==> config.mk <==
export PLATFORM = sky130hd
export DESIGN_NAME = l1_dcache
export DESIGN_NICKNAME = d
export VERILOG_FILES = /design/src/rtl/l1_dcache_pkg.sv /design/src/rtl/l1_dcache_array.sv /design/src/rtl/l1_dcache.sv
export SDC_FILE = /design/constraint.sdc
export NUM_CORES = 1
export LEC_CHECK = 0
export CELL_PAD_IN_SITES_DETAIL_PLACEMENT = 1
export CELL_PAD_IN_SITES_GLOBAL_PLACEMENT = 1
export CORE_AREA = 2 2 332 334
export CTS_BUF_LIST = sky130_fd_sc_hd__clkbuf_8 sky130_fd_sc_hd__clkbuf_16
export DETAILED_ROUTE_END_ITERATION = 8
export DIE_AREA = 0 0 334 336
export PLACE_DENSITY_LB_ADDON = 0.1
export SYNTH_ARGS = -nofsm -noshare
export SYNTH_HDL_FRONTEND = slang
export SYNTH_HIERARCHICAL = 1
export SYNTH_SLANG_ARGS = --single-unit
==> constraint.sdc <==
create_clock -name clk -period 12.5 [get_ports clk]
set_input_delay 1.25 -clock clk [delete_from_list [all_inputs] [get_ports clk]]
set_output_delay 1.25 -clock clk [all_outputs]
set_load 0.005 [all_outputs]
==> src/rtl/l1_dcache_pkg.sv <==
// Shared types, FSM encodings and helpers for the L1 data cache.
package l1_dcache_pkg;

  localparam int unsigned C_NUM_LINES   = 8;
  localparam int unsigned C_OFFSET_BITS = 4;
  localparam int unsigned C_INDEX_BITS  = 3;
  localparam int unsigned C_TAG_BITS    = 16 - C_OFFSET_BITS - C_INDEX_BITS;
  localparam int unsigned C_LINE_BITS   = 8 << C_OFFSET_BITS;

  typedef logic [C_TAG_BITS-1:0]    lc3b_c_tag;
  typedef logic [C_INDEX_BITS-1:0]  lc3b_c_index;
  typedef logic [C_OFFSET_BITS-1:0] lc3b_c_offset;
  typedef logic [C_LINE_BITS-1:0]   lc3b_c_line;

  // Cache controller state encoding.
  typedef logic [1:0] cache_state_t;
  localparam cache_state_t S_IDLE      = 2'd0;
  localparam cache_state_t S_WRITEBACK = 2'd1;
  localparam cache_state_t S_ALLOCATE  = 2'd2;

  // Byte-lane merge of a 16-bit store into an existing word.
  function automatic logic [15:0] merge_bytes(input logic [15:0] old_word,
                                              input logic [15:0] new_word,
                                              input logic [1:0]  be);
    logic [15:0] res;
    res = old_word;
    if (be[0]) res[7:0]  = new_word[7:0];
    if (be[1]) res[15:8] = new_word[15:8];
    return res;
  endfunction

endpackage

==> src/rtl/l1_dcache_array.sv <==
// Generic per-line storage array with a combinational read port and a
// single write port. Only the valid/dirty instances use the async reset.
module l1_dcache_array
  import l1_dcache_pkg::*;
#(
  parameter int unsigned WIDTH     = 1,
  parameter int unsigned DEPTH     = C_NUM_LINES,
  parameter bit          HAS_RESET = 1'b0,
  localparam int unsigned IDX_BITS = $clog2(DEPTH)
) (
  input  logic                clk,
  input  logic                rst_n,
  input  logic                we,
  input  logic [IDX_BITS-1:0] idx,
  input  logic [WIDTH-1:0]    wdata,
  output logic [WIDTH-1:0]    rdata
);

  logic [WIDTH-1:0] mem_q [DEPTH];
  logic [WIDTH-1:0] mem_d [DEPTH];

  // Next-state of the array: only the addressed entry changes on a write.
  always_comb begin
    mem_d = mem_q;
    if (we) mem_d[idx] = wdata;
  end

  assign rdata = mem_q[idx];

  if (HAS_RESET) begin : g_rst
    // Status bits are cleared asynchronously.
    always_ff @(posedge clk or negedge rst_n) begin
      if (!rst_n) mem_q <= '{default: '0};
      else        mem_q <= mem_d;
    end
  end else begin : g_norst
    // Payload storage has no reset; writes are simply blocked while reset is low.
    always_ff @(posedge clk) begin
      if (rst_n) mem_q <= mem_d;
    end
  end

endmodule

==> src/rtl/l1_dcache.sv <==
// Direct-mapped, write-back, write-allocate L1 data cache.
//
// state       | meaning
// S_IDLE      | serve hits combinationally; on a miss pick writeback or fill
// S_WRITEBACK | victim line is dirty, push it to physical memory
// S_ALLOCATE  | fetch the requested line from physical memory
module l1_dcache
  import l1_dcache_pkg::*;
#(
  parameter int unsigned NUM_LINES   = C_NUM_LINES,
  parameter int unsigned OFFSET_BITS = C_OFFSET_BITS,
  localparam int unsigned IDX_BITS   = $clog2(NUM_LINES),
  localparam int unsigned TAG_BITS   = 16 - OFFSET_BITS - IDX_BITS,
  localparam int unsigned LINE_BITS  = 8 << OFFSET_BITS,
  localparam int unsigned WSEL_BITS  = OFFSET_BITS - 1
) (
  input  logic                 clk,
  input  logic                 rst_n,
  input  logic                 mem_read,
  input  logic                 mem_write,
  input  logic [1:0]           mem_byte_enable,
  input  logic [15:0]          mem_addr,
  input  logic [15:0]          mem_wdata,
  output logic [15:0]          mem_rdata,
  output logic                 mem_resp,
  output logic                 pmem_read,
  output logic                 pmem_write,
  output logic [15:0]          pmem_addr,
  output logic [LINE_BITS-1:0] pmem_wdata,
  input  logic [LINE_BITS-1:0] pmem_rdata,
  input  logic                 pmem_resp
);

  cache_state_t state_q, state_d;

  logic [TAG_BITS-1:0]  req_tag;
  logic [IDX_BITS-1:0]  req_idx;
  logic [WSEL_BITS-1:0] req_word;
  logic                 unused_addr_lsb;

  logic [LINE_BITS-1:0] data_rd, data_wdata, line_merged;
  logic [TAG_BITS-1:0]  tag_rd;
  logic                 valid_rd, dirty_rd;
  logic                 data_we, tag_we, valid_we, dirty_we;
  logic                 valid_wdata, dirty_wdata;
  logic                 hit;
  logic [15:0]          sel_word;

  assign req_tag         = mem_addr[15 -: TAG_BITS];
  assign req_idx         = mem_addr[OFFSET_BITS +: IDX_BITS];
  assign req_word        = mem_addr[OFFSET_BITS-1:1];
  assign unused_addr_lsb = mem_addr[0];

  assign hit      = valid_rd && (tag_rd == req_tag);
  assign sel_word = data_rd[{req_word, 4'b0000} +: 16];

  // Store data merged into the resident line at the addressed word.
  always_comb begin
    line_merged = data_rd;
    line_merged[{req_word, 4'b0000} +: 16] = merge_bytes(sel_word, mem_wdata, mem_byte_enable);
  end

  // Controller: next state, handshake outputs and array write strobes.
  always_comb begin
    state_d     = state_q;
    mem_resp    = 1'b0;
    mem_rdata   = '0;
    pmem_read   = 1'b0;
    pmem_write  = 1'b0;
    pmem_addr   = '0;
    pmem_wdata  = '0;
    data_we     = 1'b0;
    data_wdata  = line_merged;
    tag_we      = 1'b0;
    valid_we    = 1'b0;
    valid_wdata = 1'b0;
    dirty_we    = 1'b0;
    dirty_wdata = 1'b0;
    case (state_q)
      S_IDLE: begin
        if (mem_read || mem_write) begin
          if (hit) begin
            mem_resp = 1'b1;
            // A write takes priority over a simultaneous read.
            if (mem_write) begin
              if (mem_byte_enable != 2'b00) begin
                data_we     = 1'b1;
                dirty_we    = 1'b1;
                dirty_wdata = 1'b1;
              end
            end else begin
              mem_rdata = sel_word;
            end
          end else if (valid_rd && dirty_rd) begin
            state_d = S_WRITEBACK;
          end else begin
            state_d = S_ALLOCATE;
          end
        end
      end
      S_WRITEBACK: begin
        pmem_write = 1'b1;
        pmem_addr  = {tag_rd, req_idx, {OFFSET_BITS{1'b0}}};
        pmem_wdata = data_rd;
        if (pmem_resp) begin
          dirty_we = 1'b1;
          state_d  = S_ALLOCATE;
        end
      end
      S_ALLOCATE: begin
        pmem_read = 1'b1;
        pmem_addr = {req_tag, req_idx, {OFFSET_BITS{1'b0}}};
        if (pmem_resp) begin
          data_we     = 1'b1;
          data_wdata  = pmem_rdata;
          tag_we      = 1'b1;
          valid_we    = 1'b1;
          valid_wdata = 1'b1;
          dirty_we    = 1'b1;
          state_d     = S_IDLE;
        end
      end
      default: state_d = S_IDLE;
    endcase
  end

  // State register; reset drops any in-flight physical memory request.
  always_ff @(posedge clk or negedge rst_n) begin
    if (!rst_n) state_q <= S_IDLE;
    else        state_q <= state_d;
  end

  l1_dcache_array #(.WIDTH(LINE_BITS), .DEPTH(NUM_LINES), .HAS_RESET(1'b0)) u_data (
    .clk(clk), .rst_n(rst_n), .we(data_we), .idx(req_idx), .wdata(data_wdata), .rdata(data_rd)
  );

  l1_dcache_array #(.WIDTH(TAG_BITS), .DEPTH(NUM_LINES), .HAS_RESET(1'b0)) u_tag (
    .clk(clk), .rst_n(rst_n), .we(tag_we), .idx(req_idx), .wdata(req_tag), .rdata(tag_rd)
  );

  l1_dcache_array #(.WIDTH(1), .DEPTH(NUM_LINES), .HAS_RESET(1'b1)) u_valid (
    .clk(clk), .rst_n(rst_n), .we(valid_we), .idx(req_idx), .wdata(valid_wdata), .rdata(valid_rd)
  );

  l1_dcache_array #(.WIDTH(1), .DEPTH(NUM_LINES), .HAS_RESET(1'b1)) u_dirty (
    .clk(clk), .rst_n(rst_n), .we(dirty_we), .idx(req_idx), .wdata(dirty_wdata), .rdata(dirty_rd)
  );

endmodule

==> summary.md <==
| Metric | Value |
|---|---|
| DRT iter0 DRCs | `3430` |
| Power per Cell Area | `161 mW/mm^2` |
| Max-slew violation count | `0` |
| Nets@finish | `3118` |
| CP startpoint kind | `primary input` |
| DR WL/cell | `36.1 um` |
| Crit-path max FO | `49` |
| Worst-margin pin slew | `1.35 ns` |
| Setup TNS | `0 ns` |
| Layout cells sized above 1 | `0.239` |
| Warnings, synthesis | `6` |
| Most used flip-flop cell after synthesis | `edfxtp_1` |
| FP Rows | `121` |
| Sequential Area | `0.0334 mm^2` |
| H-tree Lvls | `3` |
| RSZ-0062 raised after global routing | `false` |
| Gp weighted congestion | `0.805` |
| Clock Tree Buf Depth | `3` |
| Share of the synthesized area in the top cell type | `0.676` |
| CTS Hold Bufs | `0` |
| Vias in the first global route | `28600` |
| CP Capture Type | `output pin` |
| Clock skew | `0.0336 ns` |
| DRC violations left | `0` |
| Synth Register Bits | `1114` |
| Worst EP required | `11.25 ns` |
| Final Hold Fails | `0` |
| # setup viols final | `0` |
| Cell taking the most area after synthesis | `edfxtp_1` |
| # clock sinks | `1114` |
| Slew HR | `0.0954` |
| Initial antenna violation count | `12` |
| Async set or reset register ratio after synthesis | `0.0162` |
| Leak Pwr | `18.1 nW` |
| Largest net degree at the start of global routing | `147` |
| CTS tree | `yes` |
| Critical Path AT | `6.06 ns` |
| DRT Pass-1 Iters | `5` |
| Period utilization | `0.585` |
| Seq/Total Area, Yosys | `0.685` |
| Die Y | `336 um` |
| Clk_lat worst skew | `0.73 ns` |
| WL final | `161000 um` |
| Post-synth EDFFs | `1096` |
| Setup Buffers After CTS | `0` |
| Max cap viols | `0` |
| Placeable Area | `0.108 mm^2` |
| Filler cells | `9761` |
| Count of different cell masters after synthesis | `52` |
| Total global-route track usage | `0.286` |
| Area delta synth->final | `17.1%` |
| Kind of critical path | `primary input to output pin` |
| Mean Syn Cell Area | `18.6 um^2` |
| Peak supply drop | `0.104 mV` |
| Area occupied by multi-input gates | `0.0144 mm^2` |
| Die area | `0.112 mm^2` |
| Top cells by area, synth | `edfxtp_1 68%, mux4_2 13%, mux2_2 3.6%, and2_1 1.7%, nor2_1 1.5%` |
| ANT nets after route | `0` |
| Setup slack after layout | `5.19 ns` |
| Post-Syn Instances | `2621` |
| DP Worst Slack | `4.69 ns` |
| Outcome | `complete, no violations` |
| # IOs | `330` |
| First-pass GRT wire length | `225000 um` |
| PortBufs | `324` |
| Via count | `28100` |
| HPWL Detailed | `99300 um` |
| Post_cts resized | `0` |
| Die Width | `334 um` |
| CTS root buffer | `clkbuf_16` |
| Worst hold path class | `flip-flop to flip-flop` |
| Initial Util | `0.449` |
| Fmax | `137 MHz` |
| Worst-path clk slew | `0.06 ns` |
| Gr ovfl total | `0` |
| Cell Area, Synth | `0.0487 mm^2` |
| Fin crit period | `7.31 ns` |
| Via-per-instance ratio | `6.31` |
| Num CTS Buffers | `117` |
[final cells by class]
type | instances | share of cell area
Antenna cell | 3 | 0.000132
Multi-Input combinational cell | 1325 | 0.253
Sequential cell | 1114 | 0.585
Tap cell | 1414 | 0.0310
Clock buffer | 118 | 0.0518
Timing Repair Buffer | 375 | 0.0649
Clock inverter | 102 | 0.0134
Inverter | 9 | 0.000592
[kinds of logic (layout without fill, tap and decap cells)]
family / Yosys count / count (layout) / share of synthesized area
buffers and inverters: 185 / 604 / 0.0209
and+or+nand+nor: 545 / 545 / 0.0592
muxes: 531 / 531 / 0.196
adders and majority gates: 9 / 9 / 0.00231
xor gates and xnor gates: 9 / 9 / 0.00162
other: 1 / 7 / 0.0000770
AOI/OAI and AO/OA: 227 / 227 / 0.0350
DFF: 1114 / 1114 / 0.685
[Yosys cell counts (22+ instances only)]
master	number
nand2_1	71
nor3_1	52
edfxtp_1	1096
nor2_1	195
nand2b_1	22
mux2i_1	50
and2_1	131
o2bb2ai_1	33
mux2_2	156
clkbuf_1	85
a21oi_1	50
buf_2	30
a221oi_1	37
buf_6	34
nor2b_1	26
a31oi_1	81
mux4_2	290
[cell usage in the layout, fill, tap and decap left out, types with 21 or more instances in the layout]
cell / instances
nand2_1: 70
a221oi_1: 37
clkbuf_16: 118
clkdlybuf4s50_1: 319
edfxtp_1: 1096
nor2b_1: 26
o2bb2ai_1: 33
nor3_1: 48
clkinv_2: 21
buf_4: 45
and2_1: 131
mux2_2: 156
mux4_2: 290
inv_1: 37
mux2i_1: 50
clkinv_1: 31
nor2_1: 188
a31oi_1: 81
a21oi_1: 50
nand2b_1: 22
[registers in the layout, summed over array words and instances, names as in the netlist]
signal and count:
u_dirty/mem_q 8, u_valid/mem_q 8, u_tag/mem_q 72, u_data/mem_q 1024, state_q 2
[power by group]
| part | internal (mW) | switching [mW] | total (mW) |
|---|---|---|---|
| Sequential | 4.48 | 0.0220 | 4.50 |
| Combinational | 0.394 | 0.925 | 1.32 |
| Clock | 1.92 | 1.47 | 3.39 |
[metrics by stage]
step / util / power [mW] / instances / area [um^2] / hold slack [ns]
after floorplan: - / 5.31 / 2624 / 48700 / 0.470
after global placement: 0.492 / 5.82 / 4237 / 53300 / 0.479
after detailed placement: 0.492 / 5.88 / 4237 / 53300 / 0.490
after CTS: 0.526 / 9.25 / 4457 / 57000 / 0.505
after global routing: 0.526 / 9.46 / 4457 / 57000 / 0.522
final: 0.526 / 9.21 / 4460 / 57000 / 0.499
[path summary, 6_finish.rpt]
check	start	to	slack, ns	cells past startpoint
worst max-delay path	mem_addr[4]	mem_rdata[4]	5.19	9
worst min-delay path	u_valid/mem_q[6]	u_valid/mem_q[6]	0.50	1
worst max register to register	u_tag/mem_q[62]	u_data/mem_q[248]	6.94	10
worst min register to register	u_valid/mem_q[6]	u_valid/mem_q[6]	0.50	1
max in group asynchronous	rst_n	u_valid/mem_q[1]	11.37	2
min in group asynchronous	rst_n	u_dirty/mem_q[5]	0.89	2
[layer usage]
layer	vias up	wire [um]	track usage
met2	1376	78000	0.465
li1	11400	-	-
met3	227	13000	0.0490
met1	15100	65200	0.396
met5	-	37	0
met4	6	4900	0.0923
[worst max-delay path, cell delays in order]
cell and delay, ns:
buf_8 0.37, buf_4 0.79, buf_4 0.88, mux4_2 0.61, mux2_2 0.37, mux4_2 0.56, mux2_4 0.44, nor2b_1 0.19
clkdlybuf4s50_1 0.46
No activity file was read; power rests on OpenSTA's default activity.
==> RTL change, RTL diff (same settings) <==
`HAS_RESET` is set to 1'b1 in 2 places; all go to 1'b0.
--- a/src/rtl/l1_dcache.sv
+++ b/src/rtl/l1_dcache.sv
@@ -138,11 +138,11 @@
     .clk(clk), .rst_n(rst_n), .we(tag_we), .idx(req_idx), .wdata(req_tag), .rdata(tag_rd)
   );
 
-  l1_dcache_array #(.WIDTH(1), .DEPTH(NUM_LINES), .HAS_RESET(1'b1)) u_valid (
+  l1_dcache_array #(.WIDTH(1), .DEPTH(NUM_LINES), .HAS_RESET(1'b0)) u_valid (
     .clk(clk), .rst_n(rst_n), .we(valid_we), .idx(req_idx), .wdata(valid_wdata), .rdata(valid_rd)
   );
 
-  l1_dcache_array #(.WIDTH(1), .DEPTH(NUM_LINES), .HAS_RESET(1'b1)) u_dirty (
+  l1_dcache_array #(.WIDTH(1), .DEPTH(NUM_LINES), .HAS_RESET(1'b0)) u_dirty (
     .clk(clk), .rst_n(rst_n), .we(dirty_we), .idx(req_idx), .wdata(dirty_wdata), .rdata(dirty_rd)
   );
 
Function: not settled (the Yosys comparison gave no result); the edit may change what the design does.
==> RTL change against the original RTL <==
- wire length is 0.31% lower
- clock skew shrank 1.9 ps
- highest routed layer unchanged
- total power grew 2.7%
- largest cell class unchanged
- synthesized area shrank 0.35%
- count of clock-buffer cells in the layout is 4 lower
- synthesized cell count is 0.46% lower
- critical endpoint unchanged
- final area is 0.56% lower
- worst setup slack worse by 230 ps
- final cell count fell by 0.90%
- sequential cell count stayed put
==> RTL change: results (changes against the original RTL) <==
[synth]
ys_top_cells_by_count = edfxtp_1 (1112), mux4_2 (290), nor2_1 (207)
seq_area_frac_synth = 0.689  ; +0.00405
synthTopCellsByArea = edfxtp_1 (69%), mux4_2 (13%), mux2_2 (3.2%), and2_1 (1.7%), nor2_1 (1.6%)
yosysUniqueCellTypes = 48  ; -7.7%

[timing]
holdWs_ps = 699  ; +200 ps
tightestPinTransition_ps = 1240  ; -102 ps

[setup_path]
regToRegSetupSlack_ps = 7230  ; +290 ps
critical-path-max-stage-delay_ps = 860  ; -20 ps
rr_startpoint = u_tag/mem_q[44]$_DFFE_PP_
worstRegToRegCells = 9  ; -1
r2r-end = u_data/mem_q[45]$_DFFE_PP_

[global_routing]
use_met2 = 0.465  ; about the same
grt_pass1_wl_mm = 224  ; -0.51%
use_met3 = 0.0554  ; +0.00646
met1_usage = 0.383  ; -0.0137

[routing]
drt_iter0_markers = 2966  ; -14%
wl_met3_mm = 13.4  ; +3.6%
vias_per_cell = 6.30  ; about the same

[place]
dp_slack_ps = 4940  ; +246 ps

[final_layout]
fin_cells = 4420  ; -0.90%
drive_gt1_frac = 0.232  ; -0.00762
nets = 3095  ; -0.74%
fillers = 9785  ; +0.25%

[clock_network]
cts_buffers = 112  ; -4.3%

[min_path]
hold_path_startpoint = state_q[0]$_DFFE_PN0P_
hold_end = state_q[0]$_DFFE_PN0P_

[power]
p_leak_nw = 17.8  ; -1.4%

[status]
status = completed

RTL change: worst max-delay path by stage:
stage / startpoint / slack (ps) / end / cells past startpoint
after floorplan: mem_addr[4] / 3240 / u_data/mem_q[256]$_DFFE_PP_ / 9
after global placement: mem_addr[4] / 4970 / mem_rdata[15] / 9
after detailed placement: mem_addr[4] / 4940 / mem_rdata[15] / 9
after CTS: mem_addr[4] / 4940 / mem_rdata[15] / 9
after global routing: mem_addr[4] / 4620 / mem_rdata[4] / 9
final: mem_addr[4] / 4950 / mem_rdata[4] / 9
RTL change: power breakdown:
group | leakage (nW) | total (W) | internal, W | switching [W]
Clock | 1.86 | 0.00330 | 0.00188 | 0.00142
Sequential | 10.0 | 0.00452 | 0.00450 | 0.0000201
Combinational | 5.91 | 0.00163 | 0.000555 | 0.00108
RTL change: logic make-up after synthesis:
group / synth area share
compound gates: 0.0351
xor+xnor: 0.00162
fa+ha+maj: 0.00232
buf+inv: 0.0202
flops: 0.689
mux: 0.193
other cells: 0.0000773
simple gates: 0.0588
RTL change: final cells by class:
type | count | area share
Clock inverter | 86 | 0.0130
Clock buffer | 114 | 0.0499
Inverter | 9 | 0.000596
Tap cell | 1414 | 0.0312
Timing Repair Buffer | 363 | 0.0647
Antenna cell | 1 | 0.0000441
Multi-Input combinational cell | 1319 | 0.251
Sequential cell | 1114 | 0.590
RTL change: through the flow:
stage,total power (W),util,area (um^2)
5_1_grt,0.00973,0.523,56700
6_report,0.00946,0.523,56700
3_5_place_dp,0.00623,0.490,53100
3_3_place_gp,0.00616,0.490,53100
2_1_floorplan,0.00543,-,48600
4_1_cts,0.00951,0.523,56700
RTL change: critical path, delay by kind of cell:
kind,cells,cell delay (ps)
muxes,4,1950
buffers and inverters,4,2520
and+or+nand+nor,1,190
